===== config.mk =====
export PLATFORM = sky130hd
export DESIGN_NAME = alu_64bit
export DESIGN_NICKNAME = d
export VERILOG_FILES = /design/src/rtl/alu_pkg.sv /design/src/rtl/alu_addsub.sv /design/src/rtl/alu_64bit.sv
export SDC_FILE = /design/constraint.sdc
export NUM_CORES = 1
export LEC_CHECK = 0
export CAP_MARGIN = 20
export CORE_MARGIN = 2
export CORE_UTILIZATION = 36
export DETAILED_ROUTE_END_ITERATION = 16
export PLACE_DENSITY = 0.61
export SLEW_MARGIN = 30
export SYNTH_ARGS = -nofsm -noshare
export SYNTH_HDL_FRONTEND = slang
export SYNTH_SLANG_ARGS = --single-unit

===== constraint.sdc =====
create_clock -name clk -period 1.96 [get_ports clk]
set_clock_uncertainty 0.2 [all_clocks]
set_input_delay 0.294 -clock clk [delete_from_list [all_inputs] [get_ports clk]]
set_output_delay 0.294 -clock clk [all_outputs]
set_load 0.02 [all_outputs]

===== src/rtl/alu_pkg.sv =====
// Shared opcode definitions for the LEGv8 EX-stage ALU.
package alu_pkg;

  typedef logic [3:0] alu_op_t;

  localparam alu_op_t ALU_AND     = 4'b0000;
  localparam alu_op_t ALU_OR      = 4'b0001;
  localparam alu_op_t ALU_ADD     = 4'b0010;
  localparam alu_op_t ALU_SUB     = 4'b0110;
  localparam alu_op_t ALU_PASSB   = 4'b0111;
  localparam alu_op_t ALU_ADD_ALT = 4'b1000;
  localparam alu_op_t ALU_NOR     = 4'b1100;

endpackage


===== src/rtl/alu_addsub.sv =====
// Combinational WIDTH-bit adder/subtractor; subtract is a + ~b + 1.
// Carry-out and overflow exist only when ALU_FLAGS_EN is defined.
module alu_addsub #(
  parameter int WIDTH = 64
) (
  input  logic [WIDTH-1:0] i_a,
  input  logic [WIDTH-1:0] i_b,
  input  logic             i_sub,
  output logic [WIDTH-1:0] o_sum
`ifdef ALU_FLAGS_EN
  ,
  output logic             o_carry_out,
  output logic             o_overflow
`endif
);

  logic [WIDTH-1:0] w_b_eff;

  assign w_b_eff = i_sub ? ~i_b : i_b;

`ifdef ALU_FLAGS_EN
  logic [WIDTH:0] w_sum_ext;

  assign w_sum_ext   = {1'b0, i_a} + {1'b0, w_b_eff} + {{WIDTH{1'b0}}, i_sub};
  assign o_sum       = w_sum_ext[WIDTH-1:0];
  assign o_carry_out = w_sum_ext[WIDTH];
  // Signed overflow: like-signed operands producing an opposite-signed sum.
  assign o_overflow  = (i_a[WIDTH-1] == w_b_eff[WIDTH-1]) &&
                       (w_sum_ext[WIDTH-1] != i_a[WIDTH-1]);
`else
  assign o_sum = i_a + w_b_eff + {{(WIDTH-1){1'b0}}, i_sub};
`endif

endmodule


===== src/rtl/alu_64bit.sv =====
// Registered 64-bit ALU (one-cycle latency) with zero flag for CBZ/branch decisions.
// Define ALU_FLAGS_EN to add the registered {N,Z,V,C} flags output.
module alu_64bit
  import alu_pkg::*;
#(
  parameter int WIDTH = 64
) (
  input  logic             clk,
  input  logic             rst,
  input  alu_op_t          alu_op,
  input  logic [WIDTH-1:0] a,
  input  logic [WIDTH-1:0] b,
  output logic             zero,
  output logic [WIDTH-1:0] alu_result
`ifdef ALU_FLAGS_EN
  ,
  output logic [3:0]       flags
`endif
);

  logic [WIDTH-1:0] w_sum_p0;
  logic             w_sub_p0;
  logic [WIDTH-1:0] w_result_p0;
  logic             w_zero_p0;
  logic             w_is_arith_p0;

  logic [WIDTH-1:0] r_result_p1;
  logic             r_zero_p1;

  assign w_sub_p0 = (alu_op == ALU_SUB);

`ifdef ALU_FLAGS_EN
  logic       w_carry_p0;
  logic       w_ovf_p0;
  logic [3:0] w_flags_p0;
  logic [3:0] r_flags_p1;

  alu_addsub #(.WIDTH(WIDTH)) u_addsub (
    .i_a         (a),
    .i_b         (b),
    .i_sub       (w_sub_p0),
    .o_sum       (w_sum_p0),
    .o_carry_out (w_carry_p0),
    .o_overflow  (w_ovf_p0)
  );
`else
  alu_addsub #(.WIDTH(WIDTH)) u_addsub (
    .i_a   (a),
    .i_b   (b),
    .i_sub (w_sub_p0),
    .o_sum (w_sum_p0)
  );
`endif

  // Unknown or X opcodes fall to the default arm and yield zero.
  always_comb begin
    w_result_p0   = '0;
    w_is_arith_p0 = 1'b0;
    case (alu_op)
      ALU_AND:   w_result_p0 = a & b;
      ALU_OR:    w_result_p0 = a | b;
      ALU_NOR:   w_result_p0 = ~(a | b);
      ALU_PASSB: w_result_p0 = b;
      ALU_ADD, ALU_ADD_ALT, ALU_SUB: begin
        w_result_p0   = w_sum_p0;
        w_is_arith_p0 = 1'b1;
      end
      default:   w_result_p0 = '0;
    endcase
  end

  assign w_zero_p0 = ~|w_result_p0;

`ifdef ALU_FLAGS_EN
  assign w_flags_p0 = {w_result_p0[WIDTH-1], w_zero_p0,
                       w_is_arith_p0 & w_ovf_p0, w_is_arith_p0 & w_carry_p0};
`endif

  // ---- p0 -> p1 output register ----
  always_ff @(posedge clk or posedge rst) begin
    if (rst) begin
      r_result_p1 <= '0;
      r_zero_p1   <= 1'b1;
`ifdef ALU_FLAGS_EN
      r_flags_p1  <= 4'b0100;
`endif
    end else begin
      r_result_p1 <= w_result_p0;
      r_zero_p1   <= w_zero_p0;
`ifdef ALU_FLAGS_EN
      r_flags_p1  <= w_flags_p0;
`endif
    end
  end

  assign alu_result = r_result_p1;
  assign zero       = r_zero_p1;
`ifdef ALU_FLAGS_EN
  assign flags      = r_flags_p1;
`else
  logic w_unused_arith;
  assign w_unused_arith = w_is_arith_p0;
`endif

endmodule


# --- Yosys cells after proc, flatten, opt, wreduce, memory -nomap -nowiden ---
# Cells that the tools add are included.
classes:
  addsub: 2
  mul: 0
  n_div: 0
  order_cmp: 0
  eq_ne: 6
  n_shift: 0
  n_mux: 2
  bitwise: 4
  reduce_logical: 4
op_table:
  columns: ["cell", "n"]
  rows:
  - ["$pmux 64 s5", 1]
  - ["$not 64->64", 2]
  - ["$add 64x1->64", 1]
  - ["$add 64x64->64", 1]
  - ["$and 64x64->64", 1]
  - ["$mux 64", 1]
  - ["$or 64x64->64", 1]
  - ["$reduce_or 64->1", 1]
  - ["$eq 4x3->1 const B", 2]
  - ["$eq 4x4->1 const B", 2]
  - ["$eq 4x1->1 const B", 1]
  - ["$eq 4x2->1 const B", 1]
  - ["$logic_not 4->1", 1]
  - ["$reduce_or 3->1", 1]
  - ["$logic_not 1->1", 1]
totals:
  ff_bits: 65
  latch_bits: 0
  ramBits: 0
  romBits: 0
  inputBits: 134
  wordCells: 20
  n_memories: 0

# --- Longest topological paths before layout ---
# Gate-level depths: netlist (run 1).
depth:
  ltp_word: 7
  ltp_mapped: 18

# --- Cells and area by module ---
# From an unflattened synthesis (run 1), not the netlist that was laid out.
hier_totals:
  cells_unflattened: 1122
  area_unflattened_um2: 8699.6
modules_own_cells:
  columns: ["mod", "n_inst", "cells_per_inst", "area_each_um2"]
  rows:
  - ["alu_addsub", 1, 611, 4386.7]
  - ["alu_64bit", 1, 511, 4312.9]

# --- Worst setup path after synthesis (run 1) ---
# No wires, ideal clock.
synth_path:
  path_type: "input port to flip-flop"
  start: "input port alu_op[2]"
  end: "register r_zero_p1 (netlist: zero)"
  setup_time_ns: 0.090
  arrival_time_ns: 4.701
  path_slack_ns: -3.031
  path_stages: 17
  path_buffers: 4
  cell_sequence: "clkbuf_1 -> nand4bb_1 -> clkbuf_1 -> clkbuf_1 -> xnor2_1 -> ha_1 -> clkbuf_1 -> and3_1 -> a31oi_1 -> a211o_1 -> a2111oi_0 -> nor3_1 -> o31ai_1 -> xor2_1 -> a21boi_0 -> or4bb_1 -> nor4_2"
synth_between:
  elab_chain_cells: 7
synth_lines:
  columns: ["item", "line_no", "rtl"]
  rows:
  - ["from (decl)", "alu_64bit.sv:10", "input alu_op_t alu_op,"]
  - ["$eq 4x3->1", null, null]
  - ["$mux 64", "alu_addsub.sv:19", "assign w_b_eff = i_sub ? ~i_b : i_b;"]
  - ["$add 64x64->64", "alu_addsub.sv:31", "assign o_sum = i_a + w_b_eff + {{(WIDTH-1){1'b0}}, i_sub};"]
  - ["$add 64x1->64", "alu_addsub.sv:31", null]
  - ["$pmux 64 s5 (*)", "alu_64bit.sv:59", "case (alu_op)"]
  - ["$reduce_or 64->1 (*)", "alu_64bit.sv:72", "assign w_zero_p0 = ~|w_result_p0;"]
  - ["$logic_not 1->1 (*)", "alu_64bit.sv:72", null]
  - ["named net w_zero_p0", "alu_64bit.sv:24", "logic w_zero_p0;"]
  - ["to (signal assigned)", "alu_64bit.sv:89", "r_zero_p1 <= w_zero_p0;"]
  - ["to (decl)", "alu_64bit.sv:28", "logic r_zero_p1;"]
# The timed path passes the listed nets; every way through them passes the cells marked *.

# --- Worst setup path after layout (run 1) ---
layout_path:
  start: "input port alu_op[0]"
  end: "register r_zero_p1 (netlist: zero)"
layout_between:
  elab_chain_cells: 7
layout_lines:
  columns: ["item", "line_no", "rtl"]
  rows:
  - ["$eq 4x3->1", null, null]
  - ["$mux 64", "alu_addsub.sv:19", null]
  - ["$add 64x64->64", "alu_addsub.sv:31", null]
  - ["$add 64x1->64", "alu_addsub.sv:31", null]
  - ["$pmux 64 s5 (*)", "alu_64bit.sv:59", null]
  - ["named net w_result_p0[59]", "alu_64bit.sv:23", "logic [WIDTH-1:0] w_result_p0;"]
  - ["$reduce_or 64->1 (*)", "alu_64bit.sv:72", null]
  - ["$logic_not 1->1 (*)", "alu_64bit.sv:72", null]
  - ["named net w_zero_p0", "alu_64bit.sv:24", null]
# Marked as above.

==> run summary, run 1 <==
The cell type with the largest total area after synthesis was sky130_fd_sc_hd__dfrtp_1. For the global-route wire length before repair, the log shows 70400 um. The tools report the initial antenna violation count as 1.

The synthesized net count was 1446. The most common cell after layout, fill and taps aside is sky130_fd_sc_hd__buf_4. The slowest stage of the critical path belongs to the cell sky130_fd_sc_hd__or4_4. The data arrival time of the critical path is 4.47 ns. Of all nets on the critical path, the largest fanout is 6. The die covers 27600 sq um. TritonCTS built the clock tree. The sum of routed wire length over all layers is 46800 um, and the longest individual stage delay on the worst path is 0.57 ns.

The checks that failed: negative setup slack. The post-route fraction of the period consumed by the critical path works out to 2.25. Total power for the finished layout comes to 9330 uW. Flip-flop and latch count after synthesis: 65. The run gives 66 as the largest net degree at the start of global routing.

By area the synthesized netlist is led by sky130_fd_sc_hd__dfrtp_1, sky130_fd_sc_hd__ha_1, sky130_fd_sc_hd__xnor2_1, sky130_fd_sc_hd__maj3_1, sky130_fd_sc_hd__o31ai_1. Including well taps, the total number of placed cells is 2141. The number of rows created at floorplan was 59; the async set-or-reset flop fraction in the synthesized netlist was 1.00. Worst relative slew slack: 0.534. The run finished, with violations left. For this run, design rule violations remaining after detail routing come to 0. The worst setup path is launched from a primary input. For the sequential element share of the synthesized area, the log shows 0.172. The area growth from synthesis to final layout was 88.0%.

The max-capacitance violation count was 0. The worst supply voltage drop on vdd was 0.000409 V; the number of different library cells in the post-synthesis netlist was 80. The setup-violating endpoint count in the final report is 63. The most numerous cell type found on the critical path is sky130_fd_sc_hd__buf_6.

In the final timing run, aggregate negative setup slack is -79.17 ns. The number of instances in the synthesized netlist came out at 1238. The minimum hold slack was 0.177 ns. The highest clock rate was 227 MHz.

The run gives 12900 as the routed via count. No sink is reached through more buffers than the 2 on the longest clock path. The number of max-slew violations in the final report is 0, and the power per unit of standard cell area is 524 nW/um^2. Clock-pin slew on the worst setup and hold paths: 0.08 ns. The prevailing post-synth register cell was sky130_fd_sc_hd__dfrtp_1. The die is 166 um tall. For the pin with the worst max-slew slack, the measured transition is 0.692 ns. Master cell of the clock root buffer: sky130_fd_sc_hd__clkbuf_16.

Walking the worst path, the cells encountered are buf_6, nand4bb_4, buf_4, buf_6, xnor2_4, ha_4, a21o_1, a21o_1, a22oi_2, a311oi_4, or3_4, buf_6, a222oi_1, nand3_1, or4_4, nor4_4, nand4b_1, nor4_4. The total number of nets in the final design is 2083. The floorplan step set the die width to 166 um. Setup repair after global routing could not meet its margin everywhere.

The remaining global-route overflow was 0; the number of nets with antenna violations after routing was 0. For the count of pins on the block boundary, the log shows 199. The finished layout holds 2216 standard cells, fillers aside. The total half-perimeter wirelength after legalization and detailed placement is 34800 um. By startpoint and endpoint, the worst setup path is classified as primary input to flop.

The number of enable flip-flop cells after synthesis was 0; the clock sink count was 65. The run gives 12600 as the via count of the first global-routing pass. The per-cell via count in the routed design came out at 5.84. For the global-route usage over all layers, the log shows 0.319. Yosys printed 0 warnings.

The congestion estimate from routability-driven global placement came to 0.958. For this design the static power due to leakage is 0.00766 uW. The final critical path time including I/O delays and setup was 4.41 ns; the share of the core filled with cells was 0.687. STA classifies the critical path endpoint as a flop.

Buffers inserted to repair hold after CTS numbered 0. The number of buffers inserted during clock tree synthesis was 9; the setup slack of the critical path after layout was -2.45 ns. The top cell types in the final layout, fill and taps aside, are sky130_fd_sc_hd__buf_4, sky130_fd_sc_hd__clkdlybuf4s50_1, sky130_fd_sc_hd__nand2_1. The core region is 25900 sq um. The total number of H-tree levels is 3, and the count of final hold-check violations is 0. The routed wire length per instance works out to 21.1 um. The initial cell density of the core was 0.366; the share of the synthesized area in the top cell type was 0.169. Each instance of the synthesized netlist takes up on average 7.65 sq um.

The share of cells above drive strength 1 is 0.426, and the netlist area before placement is 9470 sq um. The number of search-and-repair iterations in the first detailed-routing pass is 6, and the count of port buffers added during placement is 198. The required time at the endpoint of the critical path was 2.02 ns. After the first detailed-routing iteration, the DRC count stood at 1324. The path class of the tightest hold or removal check is primary input to async pin.
[per-layer routing]
layer  routed length [um]  up-vias  track usage
met2                22100      601        0.539
met4                 1600        0       0.0960
met3                 3000      102       0.0384
li1                     -     6008            -
met1                20100     6221        0.428
met5                    0        -            0
[stage by stage]
step           cell area [sq um]  worst slack, ns
2_1_floorplan              10000            -2.21
3_3_place_gp               15400            -3.21
3_5_place_dp               15400            -3.24
4_1_cts                    17000            -2.35
5_1_grt                    17800            -2.60
6_report                   17800            -2.45
[cells by family after synthesis]
group | synth area share
xor+xnor | 0.0897
mux | 0.00660
flops | 0.172
compound gates | 0.329
simple gates | 0.194
fa+ha+maj | 0.160
buf+inv | 0.0494
[synthesized netlist by cell type, types with 4 or more instances]
cell type	n
sky130_fd_sc_hd__a22o_1	12
sky130_fd_sc_hd__o2111ai_1	12
sky130_fd_sc_hd__a211o_1	6
sky130_fd_sc_hd__o31a_1	4
sky130_fd_sc_hd__a31oi_1	7
sky130_fd_sc_hd__and2_1	6
sky130_fd_sc_hd__and3_1	9
sky130_fd_sc_hd__nand3_1	23
sky130_fd_sc_hd__inv_1	32
sky130_fd_sc_hd__mux2i_1	4
sky130_fd_sc_hd__o21ai_1	12
sky130_fd_sc_hd__or4_1	13
sky130_fd_sc_hd__a221oi_1	8
sky130_fd_sc_hd__o211ai_1	12
sky130_fd_sc_hd__nand4_1	37
sky130_fd_sc_hd__o21bai_1	8
sky130_fd_sc_hd__or3_1	10
sky130_fd_sc_hd__dfrtp_1	64
sky130_fd_sc_hd__o21a_1	18
sky130_fd_sc_hd__a211oi_1	10
sky130_fd_sc_hd__clkbuf_1	72
sky130_fd_sc_hd__a221o_1	8
sky130_fd_sc_hd__xor2_1	18
sky130_fd_sc_hd__xnor2_1	79
sky130_fd_sc_hd__a2111o_1	4
sky130_fd_sc_hd__nand2_1	134
sky130_fd_sc_hd__nor2_1	66
sky130_fd_sc_hd__nor4_1	10
sky130_fd_sc_hd__a21boi_0	4
sky130_fd_sc_hd__a2111oi_0	5
sky130_fd_sc_hd__ha_1	73
sky130_fd_sc_hd__nor2b_1	6
sky130_fd_sc_hd__a22oi_1	41
sky130_fd_sc_hd__a21o_1	33
sky130_fd_sc_hd__o21ai_0	56
sky130_fd_sc_hd__a21oi_1	81
sky130_fd_sc_hd__buf_1	13
sky130_fd_sc_hd__o31ai_1	73
sky130_fd_sc_hd__nor3_1	27
sky130_fd_sc_hd__maj3_1	58
sky130_fd_sc_hd__nand2b_1	8
[power breakdown]
| group | internal (uW) | switching (uW) | leakage [uW] |
|---|---|---|---|
| sequential | 1500 | 49.1 | 0.000853 |
| clock | 867 | 771 | 0.000128 |
| combinational | 3120 | 3030 | 0.00668 |
[critical path, delay by kind of cell]
| kind | cells | cell delay [ns] |
|---|---|---|
| compound gates | 5 | 1.17 |
| xor+xnor | 1 | 0.14 |
| fa+ha+maj | 1 | 0.29 |
| buf+inv | 4 | 0.54 |
| simple gates | 7 | 2.05 |
[final cells by class]
cell class,instances,area (sq um)
antenna,1,2.50
clock buffer,9,225
clock inverter,7,53.8
fill,2045,8100
inverter,32,124
multi-input combinational,1052,9230
sequential,65,1630
tap,335,419
timing repair buffer,715,6140
[path summary, 6_finish.rpt]
| path | start | to | slack, ns | cells past startpoint |
|---|---|---|---|---|
| max | alu_op[0] | zero | -2.45 | 18 |
| min | rst | alu_result[11] | 0.18 | 3 |
| max in group asynchronous | rst | zero | 1.03 | 3 |
| min in group clk | alu_op[3] | alu_result[1] | 0.29 | 4 |
[registers in the layout, indices dropped and copies added (netlist names)]
name	cells
alu_result	64
zero	1
[repair_timing]
action / in CTS / in global routing
gates resized for setup: 211 / 132
endpoints found under the setup margin: 65 / 63
buffers inserted: 41 / 21
cloned: 2 / 0
endpoints found under the hold margin: 0 / 0
pin swaps: 57 / 62
(Power assumes the default switching activity.)
==> run 2: changes to the inputs <==
--- a/config.mk
+++ b/config.mk
@@ -10,6 +10,7 @@
 export CORE_UTILIZATION = 36
 export DETAILED_ROUTE_END_ITERATION = 16
 export PLACE_DENSITY = 0.61
+export REMOVE_ABC_BUFFERS = 1
 export SLEW_MARGIN = 30
 export SYNTH_ARGS = -nofsm -noshare
 export SYNTH_HDL_FRONTEND = slang
==> run summary, run 2 (same netlist as run 1, synthesis figures left out) <==
The tools report the number of max-slew violations in the final report as 0. The setup slack of the critical path after layout came out at -2.54 ns. The register with the most flip-flops in the layout has 64 of them. The run gives 5550 uW as the cell-internal power. The routed via count is 12600, and the total number of H-tree levels is 3.

Hold is met by 0.150 ns. The count of port buffers added during placement is 198. The first global-routing pass estimated 68600 um of wire. The most common cell type on the critical path is sky130_fd_sc_hd__buf_6. The floorplan step defined a die boundary enclosing 27600 sq um.

After detailed routing, the number of remaining DRC violations is 0. The via count of the first global-routing pass came out at 12600. Traced cell by cell, the critical path runs through buf_6, nand4bb_4, buf_6, buf_6, xnor2_4, inv_2, fa_2, nand2b_4, a21oi_4, buf_6, a2111oi_4, a211oi_4, buf_12, nor2_4, o2111a_1, or3_4, or4_4, nor4_4, nand4b_1, nor4_2. Overall power consumption after layout is estimated at 9240 uW.

The final critical path time including I/O delays and setup was 4.50 ns; the number of rows created at floorplan was 59. The pre-antenna-repair detailed-routing pass consisted of 5 iterations. Summing all placed instances gives a cell area of 15100 sq um.

The flow ran to the end, but the final reports show violations. The run gives 0.311 as the global-route usage over all layers. The routed wire length per instance works out to 20.1 um.

The tools report the standby leakage power as 0.00766 uW. The net switching fraction of the power was 0.400; the maximum root-to-sink buffer count was 2. Excluding fillers, the count of instances in the completed layout stands at 2232. For the initial cell density of the core, the log shows 0.366. TritonCTS built the clock tree.

For the pin with the worst max-slew slack, the measured transition is 0.599 ns. In this run the power density over the cells is 531 nW/um^2. The longest individual stage delay on the worst path is 0.57 ns. The logs give 0 for the number of nets with antenna violations after routing and 3700 uW for the switching power. The tools report the largest net degree at the start of global routing as 66.

STA classifies the critical path startpoint as a primary input. At the worst endpoint, the arrival time is 4.56 ns. Summed over all layers, the global routing overflow is 0. Max-cap violations in this run came to 0.

After floorplanning, the core was sized to cover 25900 sq um. The final layout contains 2100 nets. The overall die height came out at 166 um. After filler insertion, the fill cell instance count of the layout stands at 2145. Data on the critical path is required at its endpoint by 2.02 ns.

The width of the die works out to 166 um. The count of inserted antenna diode cells is 0, and the initial antenna violation count is 1. In the layout the commonest cells are sky130_fd_sc_hd__buf_4, sky130_fd_sc_hd__clkdlybuf4s50_1, sky130_fd_sc_hd__nand2_1. Of all nets on the critical path, the largest fanout is 3. Summed over all nets, the half-perimeter wirelength after detailed placement is 33500 um. The number of buffers inserted during clock tree synthesis came out at 9. Static timing analysis puts the maximum clock frequency at 222 MHz.

The tools report the master cell of the clock root buffer as sky130_fd_sc_hd__clkbuf_16. After clock tree synthesis, the clock-pin slew on the worst setup and hold paths is 0.06 ns. The sequential cell fraction of total power is 0.167, and the per-cell via count in the routed design is 5.66.

Relative to the synthesized area, the layout overhead comes to 83.9%. The checks that failed: negative setup slack. In this run the count of I/O pins placed on the die edge is 199.

Counting every sink on the clock net gives 65. Proportion of power drawn by the clock network: 0.197. For this design, the slowest cell found on the critical path is sky130_fd_sc_hd__or4_4. The tightest min-delay check is of the primary input to async pin type. The share of cells above drive strength 1 is 0.398, and the sum of routed wire length over all layers is 44900 um.

The worst setup path is captured at a flop. The tools report the combinational group share of total power as 0.636. The setup path with the least slack is of type primary input to flop. The post-placement cell count was 2149.

The global placement routability congestion is 0.994. The count of final hold-check violations was 0. The post-route fraction of the period consumed by the critical path came out at 2.30. The tools report the worst relative slew slack as 0.601. With fillers left out, the area of the finished cells amounts to 17400 sq um. The post-cts hold buffer count came out at 0.

The tools report the setup-violating endpoint count in the final report as 65. The most common cell after layout, fill and taps aside is sky130_fd_sc_hd__buf_4. The tools report the worst supply voltage drop on vdd as 0.000321 V. Setup repair after global routing could not meet its margin everywhere. The initial detailed-routing violation count was 1011; the combined buffer and inverter count along the critical path was 6. Among cell families on the critical path, the largest total delay comes from simple AND/OR/NAND/NOR gates.
==> run 2: cell types whose count changed in the layout (fill, tap and decap cells not counted), sizes merged <==
cell	before	now
clkinv	2	1
clkinvlp	4	2
diode	1	0
buf	521	537
clkbuf	9	11
bufinv	0	1
bufbuf	0	1
==> run 2: path summary, 6_finish.rpt <==
| kind | from | to | slack, ns | depth (start not counted) |
|---|---|---|---|---|
| max | alu_op[3] | zero | -2.54 | 20 |
| min | rst | alu_result[56] | 0.15 | 3 |
| max in group asynchronous | rst | zero | 1.08 | 3 |
| min in group clk | alu_op[3] | alu_result[1] | 0.42 | 5 |
==> run 2: layer usage <==
metal / share of wire / wire length (um) / vias up / GRT usage
li1: - / - / 6037 / -
met1: 0.44 / 19600 / 6067 / 0.412
met4: 0.028 / 1240 / 0 / 0.102
met3: 0.060 / 2690 / 77 / 0.0479
met2: 0.47 / 21300 / 461 / 0.520
met5: 0 / 0 / - / 0
==> run 2: area by class of cell <==
class                      count  area, sq um  share of cell area
sequential                    65         1630              0.0934
inverter                      32          120             0.00689
multi-input combinational   1052         8710               0.500
timing repair buffer         732         6230               0.358
tap                          335          419              0.0241
clock buffer                  11          253              0.0145
clock inverter                 5         62.6             0.00359
==> run 2: metrics by stage <==
| stage | TNS (ns) | util | setup slack (ns) |
|---|---|---|---|
| 2_1_floorplan | -287.73 | - | -5.81 |
| 3_3_place_gp | -136.78 | 0.582 | -3.59 |
| 3_5_place_dp | -138.18 | 0.582 | -3.58 |
| 4_1_cts | -86.10 | 0.650 | -2.57 |
| 5_1_grt | -91.77 | 0.672 | -2.66 |
| 6_report | -86.13 | 0.672 | -2.54 |
==> run 2: timing repair <==
| item | 4_1_cts | 5_1_grt |
|---|---|---|
| buffers inserted | 50 | 30 |
| gates cloned | 2 | 0 |
| endpoints found under the setup margin | 66 | 65 |
| pin swaps | 84 | 62 |
| gates resized for setup | 221 | 101 |
==> run 2: power groups by stage <==
stage	clock (uW)	combinational, uW	sequential [uW]
after global placement	0	4870	1570
final	1820	5880	1540
after global routing	1890	6250	1560
after CTS	1830	5510	1550
after floorplan	0	1930	1770
after detailed placement	0	4880	1570
